### src/rtl/fe_fetch_pkg.sv
// Shared types and constants for the b-risc instruction-fetch stage.
package fe_fetch_pkg;

   localparam int ADDR_W  = 32;
   localparam int INSTR_W = 32;

   // Canonical NOP: ADDI x0,x0,0.
   localparam logic [INSTR_W-1:0] INSTR_NOP = 32'h0000_0013;

   // One buffered instruction together with the address it was fetched from.
   typedef struct packed {
      logic [ADDR_W-1:0]  pc;
      logic [INSTR_W-1:0] instr;
   } fetch_entry_t;

   // Force a fetch address onto a word boundary.
   function automatic logic [ADDR_W-1:0] align_pc(input logic [ADDR_W-1:0] a);
      return a & ~{{(ADDR_W-2){1'b0}}, 2'b11};
   endfunction

endpackage

### src/rtl/fe_fetch_if.sv
// Instruction-memory request/response bus between fetch (master) and imem (slave).
interface fe_fetch_if;
   import fe_fetch_pkg::*;

   logic               o_imem_req;
   logic [ADDR_W-1:0]  o_imem_addr;
   logic               i_imem_gnt;
   logic               i_imem_rvalid;
   logic [INSTR_W-1:0] i_imem_rdata;

   modport master (
      output o_imem_req,
      output o_imem_addr,
      input  i_imem_gnt,
      input  i_imem_rvalid,
      input  i_imem_rdata
   );

   modport slave (
      input  o_imem_req,
      input  o_imem_addr,
      output i_imem_gnt,
      output i_imem_rvalid,
      output i_imem_rdata
   );

endinterface

### src/rtl/fe_fetch_fifo.sv
// Small synchronous FIFO with flush; head is the oldest entry, count the occupancy.
module fe_fifo
   import fe_fetch_pkg::*;
#(
   parameter int  WIDTH = ADDR_W + INSTR_W,
   parameter int  DEPTH = 2,
   localparam int CNT_W = $clog2(DEPTH + 1),
   localparam int PTR_W = (DEPTH > 1) ? $clog2(DEPTH) : 1
) (
   input  logic             clk,
   input  logic             clr,
   input  logic             push,
   input  logic             pop,
   input  logic             flush,
   input  logic [WIDTH-1:0] din,
   output logic [WIDTH-1:0] head,
   output logic [CNT_W-1:0] count
);

   logic [WIDTH-1:0] mem [DEPTH];
   logic [PTR_W-1:0] rd_ptr;
   logic [PTR_W-1:0] wr_ptr;
   logic             empty;
   logic             full;
   logic             do_push;
   logic             do_pop;

   function automatic logic [PTR_W-1:0] ptr_inc(input logic [PTR_W-1:0] p);
      return (p == PTR_W'(DEPTH - 1)) ? '0 : p + PTR_W'(1);
   endfunction

   assign empty   = (count == '0);
   assign full    = (count == CNT_W'(DEPTH));
   assign do_pop  = pop && !empty;
   // A pop in the same cycle frees the slot, so push+pop on a full FIFO is legal.
   assign do_push = push && (!full || do_pop);
   assign head    = mem[rd_ptr];

   // Pointer and occupancy bookkeeping; flush empties the queue and wins over push.
   always_ff @(posedge clk or posedge clr) begin
      if (clr) begin
         rd_ptr <= '0;
         wr_ptr <= '0;
         count  <= '0;
      end else if (flush) begin
         rd_ptr <= '0;
         wr_ptr <= '0;
         count  <= '0;
      end else begin
         if (do_push) wr_ptr <= ptr_inc(wr_ptr);
         if (do_pop)  rd_ptr <= ptr_inc(rd_ptr);
         count <= count + CNT_W'(do_push) - CNT_W'(do_pop);
      end
   end

   // Entry storage is pure data and carries no reset.
   always_ff @(posedge clk) begin
      if (do_push && !flush) mem[wr_ptr] <= din;
   end

endmodule

### src/rtl/fe_fetch.sv
// Instruction fetch: in-order imem requests, a response buffer, and the id-facing output register.
module fe_fetch
   import fe_fetch_pkg::*;
#(
   parameter logic [ADDR_W-1:0] RESET_PC   = '0,
   parameter int                FIFO_DEPTH = 2
) (
   input  logic               clk,
   input  logic               clr,
   input  logic               stall,
   input  logic               i_redirect_en,
   input  logic [ADDR_W-1:0]  i_redirect_pc,
   fe_fetch_if.master         imem,
   output logic [ADDR_W-1:0]  o_pc,
   output logic [INSTR_W-1:0] o_instr,
   output logic               o_valid
);

   localparam int CNT_W = $clog2(FIFO_DEPTH + 1);
   localparam int SUM_W = CNT_W + 2;
   localparam int ENT_W = $bits(fetch_entry_t);

   logic [ADDR_W-1:0] fetch_pc;
   logic [CNT_W-1:0]  drop;
   logic [CNT_W-1:0]  outstanding;
   logic [CNT_W-1:0]  buf_count;
   logic [ADDR_W-1:0] req_addr_head;
   fetch_entry_t      buf_head;
   fetch_entry_t      resp_entry;
   logic [SUM_W-1:0]  in_use;
   logic              req;
   logic              issue;
   logic              resp_any;
   logic              resp_drop;
   logic              resp_keep;

   // Every slot that will eventually need buffer space counts: buffered words,
   // live requests and requests whose responses are still to be thrown away.
   assign in_use = SUM_W'(buf_count) + SUM_W'(outstanding) + SUM_W'(drop);
   assign req    = !clr && !i_redirect_en && (in_use < SUM_W'(FIFO_DEPTH));
   assign issue  = req && imem.i_imem_gnt;

   assign imem.o_imem_req  = req;
   assign imem.o_imem_addr = fetch_pc;

   // Responses return in order: stale ones (drop) are always older than live ones.
   assign resp_any  = imem.i_imem_rvalid && ((drop != '0) || (outstanding != '0));
   assign resp_drop = imem.i_imem_rvalid && (drop != '0);
   assign resp_keep = imem.i_imem_rvalid && (drop == '0) && (outstanding != '0);

   assign resp_entry.pc    = req_addr_head;
   assign resp_entry.instr = imem.i_imem_rdata;

   // Addresses of live requests; its occupancy is the outstanding count.
   fe_fifo #(
      .WIDTH (ADDR_W),
      .DEPTH (FIFO_DEPTH)
   ) u_addr_fifo (
      .clk   (clk),
      .clr   (clr),
      .push  (issue),
      .pop   (resp_keep),
      .flush (i_redirect_en),
      .din   (fetch_pc),
      .head  (req_addr_head),
      .count (outstanding)
   );

   // Returned instructions waiting for the output register.
   fe_fifo #(
      .WIDTH (ENT_W),
      .DEPTH (FIFO_DEPTH)
   ) u_instr_fifo (
      .clk   (clk),
      .clr   (clr),
      .push  (resp_keep && !i_redirect_en),
      .pop   (!stall && !i_redirect_en),
      .flush (i_redirect_en),
      .din   (resp_entry),
      .head  (buf_head),
      .count (buf_count)
   );

   // Fetch PC and count of responses owed to a squashed stream.
   always_ff @(posedge clk or posedge clr) begin
      if (clr) begin
         fetch_pc <= RESET_PC;
         drop     <= '0;
      end else if (i_redirect_en) begin
         fetch_pc <= align_pc(i_redirect_pc);
         drop     <= drop + outstanding - CNT_W'(resp_any);
      end else begin
         if (issue)     fetch_pc <= fetch_pc + ADDR_W'(4);
         if (resp_drop) drop     <= drop - CNT_W'(1);
      end
   end

   // Output register toward id: redirect squashes, stall holds, otherwise pop or bubble.
   always_ff @(posedge clk or posedge clr) begin
      if (clr) begin
         o_valid <= 1'b0;
         o_instr <= INSTR_NOP;
         o_pc    <= RESET_PC;
      end else if (i_redirect_en) begin
         o_valid <= 1'b0;
         o_instr <= INSTR_NOP;
      end else if (!stall) begin
         if (buf_count != '0) begin
            o_valid <= 1'b1;
            o_instr <= buf_head.instr;
            o_pc    <= buf_head.pc;
         end else begin
            o_valid <= 1'b0;
            o_instr <= INSTR_NOP;
         end
      end
   end

   // A response with nothing in flight is a memory protocol violation.
   a_no_orphan_rvalid : assert property (@(posedge clk) disable iff (clr)
      !(imem.i_imem_rvalid && (outstanding == '0) && (drop == '0)));

endmodule

### src/flat_wrapper.sv
// flat-port wrapper written by rule: the top's interface ports become plain ports
module fe_fetch_flat import fe_fetch_pkg::*;
#(
   parameter logic [ADDR_W-1:0] RESET_PC   = '0,
   parameter int                FIFO_DEPTH = 2
)
  (clk, clr, stall, i_redirect_en, i_redirect_pc, o_pc, o_instr, o_valid, imem_o_imem_req, imem_o_imem_addr, imem_i_imem_gnt, imem_i_imem_rvalid, imem_i_imem_rdata);
  fe_fetch_if imem_i ();
  input  logic clk;
  input  logic clr;
  input  logic stall;
  input  logic i_redirect_en;
  input  logic [ADDR_W-1:0] i_redirect_pc;
  output logic [ADDR_W-1:0] o_pc;
  output logic [INSTR_W-1:0] o_instr;
  output logic o_valid;
  output wire logic [$bits(imem_i.o_imem_req)-1:0] imem_o_imem_req;
  output wire logic [$bits(imem_i.o_imem_addr)-1:0] imem_o_imem_addr;
  input wire logic [$bits(imem_i.i_imem_gnt)-1:0] imem_i_imem_gnt;
  input wire logic [$bits(imem_i.i_imem_rvalid)-1:0] imem_i_imem_rvalid;
  input wire logic [$bits(imem_i.i_imem_rdata)-1:0] imem_i_imem_rdata;
  assign imem_o_imem_req = imem_i.o_imem_req;
  assign imem_o_imem_addr = imem_i.o_imem_addr;
  assign imem_i.i_imem_gnt = imem_i_imem_gnt;
  assign imem_i.i_imem_rvalid = imem_i_imem_rvalid;
  assign imem_i.i_imem_rdata = imem_i_imem_rdata;
  fe_fetch #(.RESET_PC(RESET_PC), .FIFO_DEPTH(FIFO_DEPTH)) u_core (.clk(clk), .clr(clr), .stall(stall), .i_redirect_en(i_redirect_en), .i_redirect_pc(i_redirect_pc), .imem(imem_i), .o_pc(o_pc), .o_instr(o_instr), .o_valid(o_valid));
endmodule
### config.mk
export PLATFORM = sky130hd
export DESIGN_NAME = fe_fetch_flat
export DESIGN_NICKNAME = d
export VERILOG_FILES = /design/src/rtl/fe_fetch_pkg.sv /design/src/rtl/fe_fetch_if.sv /design/src/rtl/fe_fetch_fifo.sv /design/src/rtl/fe_fetch.sv /design/src/flat_wrapper.sv
export SDC_FILE = /design/constraint.sdc
export NUM_CORES = 1
export LEC_CHECK = 0
export CAP_MARGIN = 20
export CORE_MARGIN = 3
export CORE_UTILIZATION = 51
export CTS_CLUSTER_DIAMETER = 30
export CTS_CLUSTER_SIZE = 14
export DETAILED_ROUTE_END_ITERATION = 8
export HOLD_SLACK_MARGIN = 0.15
export MAX_ROUTING_LAYER = met4
export PLACE_DENSITY = 0.75
export SYNTH_ARGS = -nofsm -noshare
export SYNTH_HDL_FRONTEND = slang
export SYNTH_HIERARCHICAL = 1
export SYNTH_SLANG_ARGS = --single-unit
### constraint.sdc
create_clock -name clk -period 8.5 [get_ports clk]
set_input_delay 2.55 -clock clk [delete_from_list [all_inputs] [get_ports clk]]
set_output_delay 2.55 -clock clk [all_outputs]
set_load 0.1 [all_outputs]
Word-level counts from Yosys, hierarchy flattened --
Memory sizes are Yosys's and may differ from the RTL's. Cells that the tools add are included.
Word-level totals: word-level logic and storage cells 99, register bits after elaboration 107, memories 2, output and inout port bits 98, input bits 70, bits in writable memories 192
Cells by class: add/subtract/negate cells 14, eq/ne operators 3, reduce and logical (&&, ||, !) cells 38, $lt $le $gt $ge 1, bitwise operators 2, mux-type cells 28
Memory list:
- u_core.u_instr_fifo.mem | depth 2, bits a word 64, read ports 1, clocked after memory_dff 0, wr ports 1, RTL line fe_fetch_fifo.sv:20 | logic [WIDTH-1:0] mem [DEPTH];
- u_core.u_addr_fifo.mem | depth 2, bits a word 32, read ports 1, clocked after memory_dff 0, wr ports 1, RTL line fe_fetch_fifo.sv:20
Operators by type and width (number):
- 32-bit two-way mux | 5
- 32-bit by 3-bit adder with 32-bit output (second input constant) | 1
- 1-bit two-way mux | 19
- 2-bit nonzero test | 9
- 1-bit logical AND | 15
- 2-bit two-way mux | 4
- 1-bit zero test | 7
- 2-bit zero test | 3
- 2-bit by 1-bit subtractor with 2-bit output | 3
- 1-bit adder (second input constant) | 4
- 2-bit by 1-bit adder with 2-bit output | 2
- 4-bit by 2-bit adder with 4-bit output | 1
- 2-bit == test (second input constant) | 2
- 4-bit by 2-bit less-than comparator with 1-bit output (second input constant) | 1
- 2-bit by 2-bit adder with 3-bit output | 1
- 1-bit logical OR | 3
- 3-bit AND reduction | 1
- 2-bit adder | 1
- 2-bit by 1-bit inequality test with 1-bit output (second input constant) | 1
- 1-bit inverter | 2
- 2-bit by 1-bit subtractor with 2-bit output (second input constant) | 1

Logic depth before layout (Yosys ltp) --
depth after elaboration 9, mapped depth 14, gate-level depth less buffers 13

Cells and area by module --
The synthesis kept the hierarchy.
By module, submodules not included:
- fe_fifo (u_core.u_instr_fifo) | times used 1, cells each 221, area each 4874.7 µm²
- fe_fetch | times used 1, cells each 462, area each 4455.5 µm²
- fe_fifo (u_core.u_addr_fifo) | times used 1, cells each 122, area each 2544.9 µm²

Least setup slack after synthesis --
Ideal clock, no wire load.
path type in2reg, start point in i_redirect_en, end point mem u_core/u_instr_fifo/mem[1][0] in the netlist's numbering, enable pin, path slack -368 ps, arrival time 8290 ps, stages 6, library setup time 578 ps, data required time 7922 ps, cell sequence buf_2 -> clkbuf_1 -> clkbuf_1 -> nor3_1 -> o31ai_4 -> nor3b_1
Between the ends: longest elaborated chain between the ends 8, elaborated cells between the ends (all ways) 9, classes of those cells mux: 2; reduce/logical: 7
RTL lines:
- from (decl) | RTL line flat_wrapper.sv:12 | input logic i_redirect_en;
- 1-bit zero test (*) | RTL line fe_fetch_fifo.sv:58, fe_fetch.sv:76, fe_fetch.sv:77
- 1-bit logical AND | RTL line fe_fetch.sv:77 | .pop (!stall && !i_redirect_en),
- 1-bit logical AND | RTL line fe_fetch_fifo.sv:34 | assign do_pop = pop && !empty;
- 1-bit logical OR | RTL line fe_fetch_fifo.sv:36 | assign do_push = push && (!full || do_pop);
- 1-bit logical AND | RTL line fe_fetch_fifo.sv:36
- 1-bit logical AND (*) | RTL line fe_fetch_fifo.sv:58 | if (do_push && !flush) mem[wr_ptr] <= din;
- 1-bit two-way mux (*) | RTL line fe_fetch_fifo.sv:58
- 1-bit two-way mux (not written as such) (*) | RTL line fe_fetch_fifo.sv:58
- to (decl) | RTL line fe_fetch_fifo.sv:20
Every way passes the cells marked *; elsewhere a longest branch is shown, timed or not.

Worst setup path in the final report --
start point in clr, end point out imem_o_imem_req
Between the ends: longest elaborated chain between the ends 3
RTL lines:
- from (decl) | RTL line flat_wrapper.sv:10 | input logic clr;
- 1-bit zero test | RTL line fe_fetch.sv:40 | assign req = !clr && !i_redirect_en && (in_use < SUM_W'(FIFO_DEPTH));
- 1-bit logical AND (2 in a row) | RTL line fe_fetch.sv:40
- to (decl) | RTL line flat_wrapper.sv:17 | output wire logic [$bits(imem_i.o_imem_req)-1:0] imem_o_imem_req;
Every way passes these cells.

==> impl_metrics.ini <==
[status]
status = finished clean

[min_path]
hp-class = reg2reg
whs_endpoint = u_core/o_pc[22]$_DFFE_PP0P_
min_path_cells = 2
holdCritStartpoint = u_core/o_pc[22]$_DFFE_PP0P_

[sta]
setup_ws_ns = 2.08
hold_viol = 0
slew_headroom_pct = 28.9
fmax_ghz = 0.156
setup_viol_count_final = 0
tightest_slew_ns = 1.06
finalCritPeriodShare_pct = 75.6
rsz0062_at_grt = no
whs_ns = 0.466
final.setup.tns_ns = 0
skew_ns = 0.0197
period_needed_ns = 6.42
drv_slew = 0

[critical_path]
critPathLaunchType = input port
setup.worst_path.end_class = primary output
r2r_cells = 11
crit_type = in2out
r2r_end = u_core/imem.o_imem_addr[14]$_DFFE_PP0P_
worstReg2RegStart = u_core/u_addr_fifo/count[1]$_DFF_PP0_
worst_ep_arrival_time_ns = 3.87
r2r_slack_ns = 4.59
path_max_fanout = 4
critPathRequiredTime_ns = 5.95

[synth]
synthSimpleGateAreaFrac_pct = 8.47
synthDistinctLibCells = 59
netlist_area_um2 = 11900
synth-compound-area-share_pct = 6.42
ys_warn_count = 6
synthMuxAreaShare_pct = 9.61
synth.area.top_cells = edfxtp_1 49%, dfrtp_1 21%, mux2_1 5.2%
yosysSeqAreaShare_pct = 70.7
synth_xor_area_share_pct = 1.11
synth_cells = 805
ys_async_sr_fraction_pct = 35.4
ys.flop_type = edfxtp_1
yosysTopAreaCell = edfxtp_1
synthAdderAreaFrac_pct = 1.33
synth_top_family_by_area = multiplexers
ys_ff_latch = 297
synth.top_cell.area_share_pct = 48.6
avgSynthCellArea_um2 = 14.8
synth_edf_count = 192

[global_route]
met1_usage_pct = 27.7
overflow = 0
grt_pass1_wl_mm = 39.2
use_met2_pct = 32.1
busiest_layer = met2
track_usage_pct = 20.5
grt_antenna_before_repair = 0
grt_max_degree = 69
grt_use_met3_pct = 4.35
grt_pass1_vias = 7380

[power]
internal_power_mw = 3.26
combPwrFrac_pct = 17.7
seqPwrFrac_pct = 36.2
p_per_area_nw_per_um2 = 299
clockPowerShare_pct = 46.2
ir_drop_mv = 0.173
p_leak_nw = 6.06
p_switching_mw = 1.45
swShare_pct = 30.8
fin_total_pwr_mw = 4.71

[floorplan]
core_region_area_um2 = 22800
die-area_um2 = 25200
die_h_um = 159
rows = 55
chipWidth_um = 159
initial_core_util_pct = 52.1
ios = 168

[finish]
n_fill_cell = 1573
n_antenna_cell = 0
multi_input_area_um2 = 3250
nets = 1086
layout-drive-gt1-share_pct = 16.8
fin_area_um2 = 15800
seqCellArea_um2 = 8400
area_delta_synth_final_pct = 32.7

[cts]
clk_pin_slew_ns = 0.05
clock_latency_ns = 0.55
cts_post_setup_buffers_inserted = 0
htreeDepth = 2
cts_tree = yes
cts_root_buf = clkbuf_16
ctsHoldBuffers = 0
ctsResizeCount = 0
cts_num_sinks = 297
cts_buffer_depth = 3
cts_buffers = 53

[placed_design]
portBuffers = 163
preCtsSetupSlack_ns = 2.06
place_hpwl_mm = 14.9
place_congestion = 0.849
placed_cell_area_um2 = 13800

[routing]
via_per_inst = 5.31
drtPass1Iterations = 5
wl_per_cell_um = 18.3
num_vias = 7234
postRouteAntennaNets = 0
wl_mm = 25.0
drcViolationCount = 0
drtIter0Drc = 481

[run]
cap_violations = 0
## worst max-delay path, cell delays in order
cell and delay [ns]:
clkdlybuf4s50_1 0.49, nor4_1 0.36, and2_1 0.18, buf_4 0.28
## state kept, by name, summed over array words and instances, names as in the netlist, 2 cells and up
register / cells
u_core/o_instr: 32
u_core/u_instr_fifo/mem: 128
u_core/imem.o_imem_addr: 30
u_core/u_addr_fifo/mem: 64
u_core/drop: 2
u_core/u_addr_fifo/count: 2
u_core/u_instr_fifo/count: 2
u_core/o_pc: 32
## layer usage
metal	up-vias	share of wire [%]
met4	0	1.5
met2	263	47
met3	34	6.6
met5	-	0
met1	3544	45
li1	3393	-
## cell type report
class,count,share of cell area [%]
Sequential cell,297,53.3
Timing Repair Buffer,179,11.1
Multi-Input combinational cell,454,20.7
Clock inverter,42,3.18
Inverter,19,0.468
Clock buffer,58,8.87
Tap cell,313,2.49
## power groups by stage
stage,Clock (mW),Sequential (mW),Combinational [mW]
after floorplan,0,2.16,0.167
after global placement,0,1.72,0.825
after detailed placement,0,1.73,0.834
after CTS,2.21,1.70,0.837
after global routing,2.28,1.71,0.874
final,2.17,1.70,0.833
## stage by stage
step / std cells / utilization, %
detailed placement: 1260 / 60.8
CTS: 1360 / 69.1
floorplan: 810 / -
global route: 1362 / 69.2
global placement: 1260 / 60.8
finish: 1362 / 69.2
## worst max-delay path by stage
stage	startpoint	endpoint	slack [ns]	cells past startpoint
after floorplan	i_redirect_en	u_core/u_instr_fifo/mem[0][0]$_DFFE_PP_	0.005	6
after global placement	clr	imem_o_imem_req	2.07	4
after detailed placement	clr	imem_o_imem_req	2.06	4
after CTS	clr	imem_o_imem_req	2.06	4
after global routing	clr	imem_o_imem_req	1.93	4
final	clr	imem_o_imem_req	2.08	4
## Yosys cell counts (3+ instances only)
| cell | n |
|---|---|
| nor2b_1 | 9 |
| a32oi_1 | 5 |
| nand2b_1 | 3 |
| nand4_1 | 9 |
| nor2_1 | 20 |
| o311ai_0 | 3 |
| a31oi_1 | 3 |
| xnor2_1 | 11 |
| buf_6 | 5 |
| mux2_2 | 41 |
| o21a_1 | 3 |
| and3_1 | 4 |
| xor2_1 | 4 |
| a21oi_1 | 9 |
| o21ai_0 | 24 |
| or4_1 | 4 |
| a22o_1 | 29 |
| nand3_1 | 10 |
| mux2_1 | 55 |
| nand2_1 | 130 |
| clkbuf_1 | 24 |
| edfxtp_1 | 192 |
| nor3b_1 | 6 |
| nor3_1 | 7 |
| and2_1 | 4 |
| mux2i_1 | 3 |
| ha_1 | 11 |
| a221o_1 | 4 |
| o211ai_1 | 6 |
| o22a_1 | 3 |
| dfstp_2 | 3 |
| nor4_1 | 4 |
| buf_2 | 8 |
| inv_1 | 16 |
| dfrtp_1 | 102 |
## cells in the final DEF, fill, tap and decap left out, types with 5 or more instances in the layout
| cell type | n |
|---|---|
| nand3_1 | 10 |
| o211ai_1 | 6 |
| clkbuf_16 | 55 |
| o21ai_0 | 24 |
| inv_1 | 15 |
| buf_4 | 15 |
| mux2_1 | 55 |
| xnor2_1 | 11 |
| clkdlybuf4s50_1 | 161 |
| inv_6 | 5 |
| ha_1 | 11 |
| nand2_1 | 130 |
| clkinv_4 | 6 |
| dfrtp_1 | 101 |
| bufinv_16 | 7 |
| clkinvlp_4 | 13 |
| nor2b_1 | 8 |
| nor2_1 | 20 |
| inv_8 | 5 |
| a22o_1 | 29 |
| mux2_2 | 41 |
| conb_1 | 6 |
| edfxtp_1 | 192 |
| nor3_1 | 5 |
| a21oi_1 | 9 |
| nand4_1 | 9 |
| a32oi_1 | 5 |
## cell families after synthesis
kind of cell / Yosys count
flops: 297
simple gates: 219
mux: 101
xor+xnor: 15
compound gates: 101
fa+ha+maj: 12
other cells: 1
buf+inv: 59
Power figures use the tool's default switching activity.
